==> src/rtl/rlight_tlul.sv <==
// Running-light (LED chaser) peripheral on a TL-UL device port.
// Optional status register at 0x8 enabled by defining RLIGHT_STATUS_EN.

package tlul_pkg;
    localparam logic [2:0] PUT_FULL_DATA    = 3'd0;
    localparam logic [2:0] PUT_PARTIAL_DATA = 3'd1;
    localparam logic [2:0] GET              = 3'd4;
    localparam logic [2:0] ACCESS_ACK       = 3'd0;
    localparam logic [2:0] ACCESS_ACK_DATA  = 3'd1;

    typedef struct packed {
        logic        a_valid;
        logic [2:0]  a_opcode;
        logic [2:0]  a_param;
        logic [1:0]  a_size;
        logic [7:0]  a_source;
        logic [31:0] a_address;
        logic [3:0]  a_mask;
        logic [31:0] a_data;
        logic [15:0] a_user;
        logic        d_ready;
    } tl_h2d_t;

    typedef struct packed {
        logic        d_valid;
        logic [2:0]  d_opcode;
        logic [2:0]  d_param;
        logic [1:0]  d_size;
        logic [7:0]  d_source;
        logic [0:0]  d_sink;
        logic [31:0] d_data;
        logic [15:0] d_user;
        logic        d_error;
        logic        a_ready;
    } tl_d2h_t;
endpackage

module rlight_tlul #(
    parameter logic [31:0] RESET_PATTERN = 32'h0000_0001,
    parameter logic [31:0] RESET_CTRL    = 32'h17D7_8401
) (
    input  logic               clk_i,
    input  logic               rst_i,
    input  tlul_pkg::tl_h2d_t  tl_i,
    output tlul_pkg::tl_d2h_t  tl_o,
    output logic [7:0]         led_o
);
    import tlul_pkg::*;

    logic [31:0] reg_a;
    logic [31:0] reg_b;
    logic [7:0]  led;
    logic [23:0] cnt;
    logic        dir;

    logic        d_valid;
    logic [2:0]  d_opcode;
    logic [1:0]  d_size;
    logic [7:0]  d_source;
    logic [31:0] d_data;
    logic        d_error;

    logic        accept;
    logic        is_get;
    logic        is_put;
    logic        sel_a;
    logic        sel_b;
    logic        sel_s;
    logic        err;
    logic        wr_a;
    logic        wr_b;
    logic [31:0] bit_mask;
    logic [31:0] wdata_a;
    logic [31:0] wdata_b;
    logic [31:0] rdata;
    logic [23:0] pre;
    logic [1:0]  mode;
    logic [7:0]  led_step;
    logic        dir_step;
    logic        unused_tl;

    assign unused_tl = ^{tl_i.a_param, tl_i.a_user};

    assign accept = tl_i.a_valid && !d_valid;
    assign is_get = (tl_i.a_opcode == GET);
    assign is_put = (tl_i.a_opcode == PUT_FULL_DATA) || (tl_i.a_opcode == PUT_PARTIAL_DATA);
    assign sel_a  = (tl_i.a_address[31:2] == 30'd0);
    assign sel_b  = (tl_i.a_address[31:2] == 30'd1);
`ifdef RLIGHT_STATUS_EN
    assign sel_s  = (tl_i.a_address[31:2] == 30'd2);
`else
    assign sel_s  = 1'b0;
`endif

    // Status register is read-only, so a Put to it is an error.
    assign err  = !(is_get || is_put) || !(sel_a || sel_b || sel_s) || (is_put && sel_s);
    assign wr_a = accept && is_put && sel_a;
    assign wr_b = accept && is_put && sel_b;

    assign bit_mask = {{8{tl_i.a_mask[3]}}, {8{tl_i.a_mask[2]}},
                       {8{tl_i.a_mask[1]}}, {8{tl_i.a_mask[0]}}};
    assign wdata_a  = (reg_a & ~bit_mask) | (tl_i.a_data & bit_mask);
    assign wdata_b  = ((reg_b & ~bit_mask) | (tl_i.a_data & bit_mask)) & 32'hFFFF_FF03;

    always_comb begin
        rdata = 32'd0;
        if (is_get && !err) begin
            if (sel_a)
                rdata = reg_a;
            else if (sel_b)
                rdata = reg_b;
            else
                rdata = {23'd0, dir, led};
        end
    end

    assign pre  = reg_b[31:8];
    assign mode = reg_b[1:0];

    always_comb begin
        led_step = led;
        dir_step = dir;
        case (mode)
            2'd1: led_step = {led[6:0], led[7]};
            2'd2: led_step = {led[0], led[7:1]};
            2'd3: begin
                if (!dir) begin
                    if (led[7]) begin
                        dir_step = 1'b1;
                        led_step = {1'b0, led[7:1]};
                    end else begin
                        led_step = {led[6:0], 1'b0};
                    end
                end else begin
                    if (led[0]) begin
                        dir_step = 1'b0;
                        led_step = {led[6:0], 1'b0};
                    end else begin
                        led_step = {1'b0, led[7:1]};
                    end
                end
            end
            default: ;
        endcase
    end

    always_ff @(posedge clk_i or posedge rst_i) begin
        if (rst_i) begin
            reg_a    <= RESET_PATTERN;
            reg_b    <= RESET_CTRL & 32'hFFFF_FF03;
            led      <= RESET_PATTERN[7:0];
            cnt      <= RESET_CTRL[31:8];
            dir      <= 1'b0;
            d_valid  <= 1'b0;
            d_opcode <= ACCESS_ACK;
            d_size   <= 2'd0;
            d_source <= 8'd0;
            d_data   <= 32'd0;
            d_error  <= 1'b0;
        end else begin
            if (wr_a)
                reg_a <= wdata_a;
            if (wr_b)
                reg_b <= wdata_b;

            // Register writes win over a pending step.
            if (wr_a) begin
                led <= wdata_a[7:0];
                cnt <= pre;
                dir <= 1'b0;
            end else if (wr_b) begin
                cnt <= wdata_b[31:8];
            end else if (mode != 2'd0) begin
                if (cnt == 24'd0) begin
                    led <= led_step;
                    dir <= dir_step;
                    cnt <= pre;
                end else begin
                    cnt <= cnt - 24'd1;
                end
            end

            if (accept) begin
                d_valid  <= 1'b1;
                d_opcode <= is_get ? ACCESS_ACK_DATA : ACCESS_ACK;
                d_size   <= tl_i.a_size;
                d_source <= tl_i.a_source;
                d_data   <= rdata;
                d_error  <= err;
            end else if (d_valid && tl_i.d_ready) begin
                d_valid <= 1'b0;
            end
        end
    end

    always_comb begin
        tl_o          = '0;
        tl_o.d_valid  = d_valid;
        tl_o.d_opcode = d_opcode;
        tl_o.d_size   = d_size;
        tl_o.d_source = d_source;
        tl_o.d_data   = d_data;
        tl_o.d_error  = d_error;
        tl_o.a_ready  = !d_valid;
    end

    assign led_o = led;
endmodule

==> config.mk <==
export PLATFORM = sky130hd
export DESIGN_NAME = rlight_tlul
export DESIGN_NICKNAME = d
export VERILOG_FILES = /design/src/rtl/rlight_tlul.sv
export SDC_FILE = /design/constraint.sdc
export NUM_CORES = 1
export LEC_CHECK = 0
export ABC_AREA = 0
export BUFFER_PORTS_ARGS = -buffer_cell sky130_fd_sc_hd__buf_2
export CAP_MARGIN = 20
export CORE_MARGIN = 2
export CORE_UTILIZATION = 52
export DETAILED_ROUTE_END_ITERATION = 10
export PLACE_DENSITY = 0.78
export RECOVER_POWER = 50
export SYNTH_ARGS = -nofsm -noshare
export SYNTH_HDL_FRONTEND = slang
export SYNTH_SLANG_ARGS = --single-unit
==> constraint.sdc <==
create_clock -name clk_i -period 5.6 [get_ports clk_i]
set_input_delay 1.12 -clock clk_i [delete_from_list [all_inputs] [get_ports clk_i]]
set_output_delay 1.12 -clock clk_i [all_outputs]
set_load 0.01 [all_outputs]
---- Word-level counts from Yosys, hierarchy flattened ----
Index checks and enable logic that the tools add are counted.
cells by class
  reduce and logical (&&, ||, !) cells .... 26
  multiplexer cells ....................... 26
  add/subtract/negate cells ............... 1
  eq/ne operators ......................... 7
  bitwise gates (word level) .............. 6
operators by type and width
  operator                                                              count
  32-bit bitwise AND                                                    3
  24-bit 2-to-1 mux                                                     4
  32-bit 2-to-1 mux                                                     3
  32-bit bitwise OR                                                     2
  8-bit 2-to-1 mux                                                      7
  32-bit NOT                                                            1
  30-bit by 1-bit == test with 1-bit output, second input constant      1
  30-bit zero test                                                      1
  24-bit zero test                                                      1
  8-bit case mux with 3 select lines                                    1
  24-bit by 1-bit subtractor with 24-bit output, second input constant  1
  1-bit 2-to-1 mux                                                      11
  2-bit nonzero test                                                    5
  4-bit AND reduction                                                   2
  1-bit logical AND                                                     6
  2-bit == test, second input constant                                  2
  1-bit zero test                                                       4
  1-bit logical OR                                                      4
  4-bit nonzero test                                                    1
  3-bit by 1-bit == test with 1-bit output, second input constant       1
  3-bit == test, second input constant                                  1
  3-bit zero test                                                       1
  3-bit nonzero test                                                    1
  2-bit by 1-bit == test with 1-bit output, second input constant       1
  2-bit inequality test, second input constant                          1
storage, ports and cells
  word-level logic and storage cells ...... 77
  bits of input ports ..................... 104
  output and inout port bits .............. 76
  register bits ........................... 138

---- Depth between registers and ports, before layout ----
  word-level depth ........................ 8
  depth in mapped cells ................... 10
  gate-level depth less buffers ........... 8

---- Least setup slack after synthesis ----
No wires, ideal clock.
  path type ............................... input -> register
  start point ............................. input port tl_i[64] (netlist name)
  end point ............................... register (tool-made name)
  required time ........................... 5475 ps
  cell stages on the path ................. 7
  slack ................................... 2548 ps
  library setup time ...................... 125 ps
  path buffers ............................ 1
  arrival time ............................ 2928 ps
  path through ............................ nor4_1 -> nand4_1 -> or3_1 -> clkbuf_1 -> nor2_2 -> nand2_1 -> mux2_2
RTL lines
  what             line  RTL
  start, declared  44    input tlul_pkg::tl_h2d_t tl_i,

---- Worst setup path after layout ----
  start point ............................. input port tl_i[101] (netlist name)
  end point ............................... register d_error
between the ends
  longest elaborated chain between the ends .. 1
RTL lines
  what                  line  RTL
  1-bit logical AND     84    assign accept = tl_i.a_valid && !d_valid;
  end signal, assigned  189   d_error <= err;
  end, declared         61    logic d_error;
No other way between the ends.
A chain may end at the register's enable or synchronous reset.

==> impl_results.html <==
<table>
<tr><th>Metric</th><th>Value</th></tr>
<tr><th colspan="2">STA</th></tr>
<tr><td>Portion of the clock cycle consumed by the worst path in the final layout</td><td>66.6%</td></tr>
<tr><td>Final Slew Violations</td><td>86</td></tr>
<tr><td>Transition time at the pin with the least slew margin</td><td>2.31 ns</td></tr>
<tr><td>Worst-case clock skew</td><td>between 0.006 and 0.007 ns</td></tr>
<tr><td>Total setup violations reported at the end of the flow</td><td>0</td></tr>
<tr><td>Worst-case setup margin in the final layout</td><td>~1.9 ns</td></tr>
<tr><td>Setup total negative slack</td><td>0 ns</td></tr>
<tr><td>Count of final hold-check violations</td><td>0</td></tr>
<tr><td>RSZ-0062 raised after global routing</td><td>no</td></tr>
<tr><td>Final Critical Period</td><td>3.73 ns</td></tr>
<tr><td>Worst max-slew margin expressed relative to the limit</td><td>-54.2%</td></tr>
<tr><td>Fmax</td><td>around 270 MHz</td></tr>
<tr><th colspan="2">Finish</th></tr>
<tr><td>Relative area change from synthesis to final layout</td><td>17.4%</td></tr>
<tr><td>Final-layout fill cell count</td><td>between 1000 and 1500</td></tr>
<tr><td>Antenna cell count</td><td>0</td></tr>
<tr><td>Number of nets in the final layout</td><td>918</td></tr>
<tr><td>Share of cells above drive strength 1</td><td>a little under a third</td></tr>
<tr><th colspan="2">Power</th></tr>
<tr><td>Worst supply voltage drop on vdd</td><td>182 uV</td></tr>
<tr><td>Static Leak</td><td>between 0.003 and 0.004 uW</td></tr>
<tr><td>Areal power density over the cells</td><td>between 200 and 300 mW/mm^2</td></tr>
<tr><th colspan="2">Placement</th></tr>
<tr><td>Dpl hpwl</td><td>11.9 mm</td></tr>
<tr><td>IO buf count</td><td>136</td></tr>
<tr><td>GP Congestion</td><td>0.903</td></tr>
<tr><td>Minimum setup slack after placement</td><td>1.57 ns</td></tr>
<tr><th colspan="2">GRT</th></tr>
<tr><td>Total gr overflow</td><td>0</td></tr>
<tr><td>Met3 layer usage reported by global route</td><td>around 7.3%</td></tr>
<tr><td>Initial antenna violation count</td><td>1</td></tr>
<tr><td>Busiest layer in global routing</td><td>met2</td></tr>
<tr><td>Overall fraction of global-route tracks in use</td><td>approximately 25%</td></tr>
<tr><td>Pin count of the biggest net entering global routing</td><td>between 100 and 150</td></tr>
<tr><td>Via count of the first global-routing pass</td><td>5601</td></tr>
<tr><td>Global-route track usage on met2</td><td>39.0%</td></tr>
<tr><td>GR Util met1</td><td>about a third</td></tr>
<tr><td>Global-route wire length before repair</td><td>28.6 mm</td></tr>
<tr><th colspan="2">Floorplan</th></tr>
<tr><td>Count of pins on the block boundary</td><td>180</td></tr>
<tr><td>Effective utilization at floorplan</td><td>52.7%</td></tr>
<tr><td>Die area</td><td>0.0149 sq mm</td></tr>
<tr><td>Die Height</td><td>122 um</td></tr>
<tr><td>Floorplan row count</td><td>43</td></tr>
<tr><td>Horizontal die dimension</td><td>122 um</td></tr>
<tr><td>Placeable Area</td><td>0.0138 sq mm</td></tr>
<tr><th colspan="2">Synthesis</th></tr>
<tr><td>Share of flip-flops with an asynchronous set or reset after synthesis</td><td>100%</td></tr>
<tr><td>Mapped Area</td><td>0.00726 sq mm</td></tr>
<tr><td>Number of distinct library cells after synthesis</td><td>65</td></tr>
<tr><td>Area leader, netlist</td><td>dfrtp_1</td></tr>
<tr><td>Number of instances in the synthesized netlist</td><td>688</td></tr>
<tr><td>Number of synthesized flops with an enable pin</td><td>0</td></tr>
<tr><td>Cell types occupying the most area after synthesis</td><td>dfrtp_1 38%, mux2_2 13%, dfstp_2 9.8%</td></tr>
<tr><td>Synthesis warning total</td><td>0</td></tr>
<tr><td>Most used flip-flop cell after synthesis</td><td>dfrtp_1</td></tr>
<tr><td>Flops &amp; latches, synth</td><td>136</td></tr>
<tr><td>Top cell type's share of synthesized area</td><td>37.6%</td></tr>
<tr><td>Portion of the post-synthesis area used by sequential elements</td><td>47.4%</td></tr>
<tr><td>Average size of a mapped cell</td><td>around 11 sq um</td></tr>
<tr><th colspan="2">Drt</th></tr>
<tr><td>Post-route DRC</td><td>0</td></tr>
<tr><td>Post-detailed-route via-to-cell ratio</td><td>5.79</td></tr>
<tr><td>Mean routed wirelength per cell</td><td>around 18 um</td></tr>
<tr><td>Routed vias</td><td>between 5000 and 6000</td></tr>
<tr><td>Starting DRT DRC Count</td><td>roughly 460</td></tr>
<tr><td>Post-detailed-route count of antenna-violating nets</td><td>0</td></tr>
<tr><td>Drt pass-1 iters</td><td>5</td></tr>
<tr><td>Routed wire length</td><td>17.6 mm</td></tr>
<tr><th colspan="2">Clocking</th></tr>
<tr><td>Quantity of gates resized following cts</td><td>0</td></tr>
<tr><td>Setup bufs post-CTS</td><td>0</td></tr>
<tr><td>Count of hold buffers inserted by post-cts repair</td><td>0</td></tr>
<tr><td>Worst skew pair latency</td><td>around 0.43 ns</td></tr>
<tr><td>Number of levels the H-tree was split into</td><td>4</td></tr>
<tr><td>Number of clock buffers inserted by TritonCTS</td><td>17</td></tr>
<tr><td>TritonCTS clock tree</td><td>yes</td></tr>
<tr><td>Clock root buffer</td><td>clkbuf_16</td></tr>
<tr><td>Count of clock tree sinks</td><td>136</td></tr>
<tr><td>Clock Path Buffers</td><td>2</td></tr>
<tr><td>Clk slew on worst S/H paths</td><td>0.06 ns</td></tr>
<tr><th colspan="2">Critical path</th></tr>
<tr><td>Worst Path Required</td><td>just under 6 ns</td></tr>
<tr><td>CP arrival</td><td>roughly 4.1 ns</td></tr>
<tr><td>Crit. End Element</td><td>flop</td></tr>
<tr><td>Category of the worst setup path launch point</td><td>input pin</td></tr>
<tr><td>Path type of the worst setup path</td><td>in2reg</td></tr>
<tr><td>Highest net fanout along the worst path</td><td>47</td></tr>
<tr><th colspan="2">Job</th></tr>
<tr><td>Number of max-capacitance violations reported</td><td>2</td></tr>
<tr><th colspan="2">Outcome</th></tr>
<tr><td>Status</td><td>complete, but fails checks</td></tr>
<tr><td>Violations in the final reports</td><td>capacitance limit, slew limit</td></tr>
<tr><th colspan="2">Hold path</th></tr>
<tr><td>Worst min-delay path category</td><td>reg2reg</td></tr>
</table>
[Yosys cell counts, types with 12 or more instances]
master,number
dfrtp_1,109
mux2_2,81
nand2_1,62
mux2i_1,48
o21ai_0,40
a21oi_1,34
nor2_1,31
clkbuf_1,28
dfstp_2,27
buf_4,24
nor3_1,20
a22o_1,13
inv_1,13
o22ai_1,12
[metal layers]
layer | part of all wire, % | up-vias
met2 | 47 | 230
li1 | - | 2731
met3 | 7.3 | 26
met1 | 44 | 2816
met5 | 0.063 | -
met4 | 1.3 | 2
[placed cells by master (no fill, tap or decap), types with 4 or more instances in the layout]
cell / n
a211o_1: 4
a211oi_1: 5
a21oi_1: 34
a22o_1: 13
and2_1: 5
and3_1: 4
buf_2: 97
buf_4: 6
clkbuf_1: 42
clkbuf_16: 17
conb_1: 22
dfrtp_1: 109
dfstp_2: 27
ha_1: 5
inv_1: 12
inv_6: 5
mux2_2: 81
mux2i_1: 48
nand2_1: 62
nand2b_1: 4
nand3_1: 10
nand4_1: 8
nor2_1: 31
nor3_1: 20
nor3b_1: 4
nor4_1: 11
nor4b_1: 4
o21ai_0: 40
o21ai_1: 6
o22ai_1: 12
or3_1: 9
[layout make-up]
class / count / area [sq um] / share of cell area, %
Clock buffer: 18 / 429 / 5.04
Clock inverter: 14 / 173 / 2.03
Inverter: 13 / 53.8 / 0.631
Tap cell: 180 / 225 / 2.64
Timing Repair Buffer: 144 / 684 / 8.03
Multi-Input combinational cell: 497 / 3520 / 41.3
Sequential cell: 136 / 3440 / 40.3
[power breakdown]
| group | internal, uW | switching [uW] | leakage (uW) |
|---|---|---|---|
| Combinational | 59.7 | 93.3 | 0.00191 |
| Sequential | 1000 | 9.22 | 0.00175 |
| Clock | 703 | 444 | 0.000291 |
[metrics by stage]
| stage | hold WS (ns) | util [%] | std cells | power [uW] | instance area (sq um) |
|---|---|---|---|---|---|
| 2_1_floorplan | 0.478 | - | 709 | 1130 | 7330 |
| 3_3_place_gp | 0.456 | 57.9 | 970 | 1180 | 7980 |
| 3_5_place_dp | 0.466 | 57.9 | 970 | 1190 | 7980 |
| 4_1_cts | 0.478 | 62.3 | 1002 | 2340 | 8580 |
| 5_1_grt | 0.507 | 61.9 | 1002 | 2400 | 8520 |
| 6_report | 0.476 | 61.9 | 1002 | 2310 | 8520 |
[final timing paths]
| path | startpoint | depth (start not counted) | slack, ns | endpoint |
|---|---|---|---|---|
| setup / recovery | tl_i[101] | 8 | 1.87 | d_error |
| hold / removal | d_data[28] | 2 | 0.48 | d_data[28] |
| setup reg to reg | d_valid | 7 | 2.24 | d_error |
| hold reg to reg | d_data[28] | 2 | 0.48 | d_data[28] |
| max in group asynchronous | rst_i | 3 | 2.31 | d_data[20] |
| min in group asynchronous | rst_i | 2 | 0.90 | d_source[4] |
[kinds of logic after synthesis]
logic type	share of synthesized area, %
AO/OA/AOI/OAI	13.4
XOR/XNOR	0.483
adder cells (fa/ha/maj)	0.862
buffers and inverters	5.35
flip-flops	47.4
multiplexers	19.2
other	0.0517
AND/OR/NAND/NOR	13.3
[worst max-delay path, stage by stage]
cell	delay, ns
buf_2	0.10
nand2b_2	0.06
clkbuf_1	1.64
nor4b_1	0.29
nand2_1	0.24
buf_4	0.33
nand2_1	0.10
a21oi_1	0.15
Power figures use the tool's default switching activity.
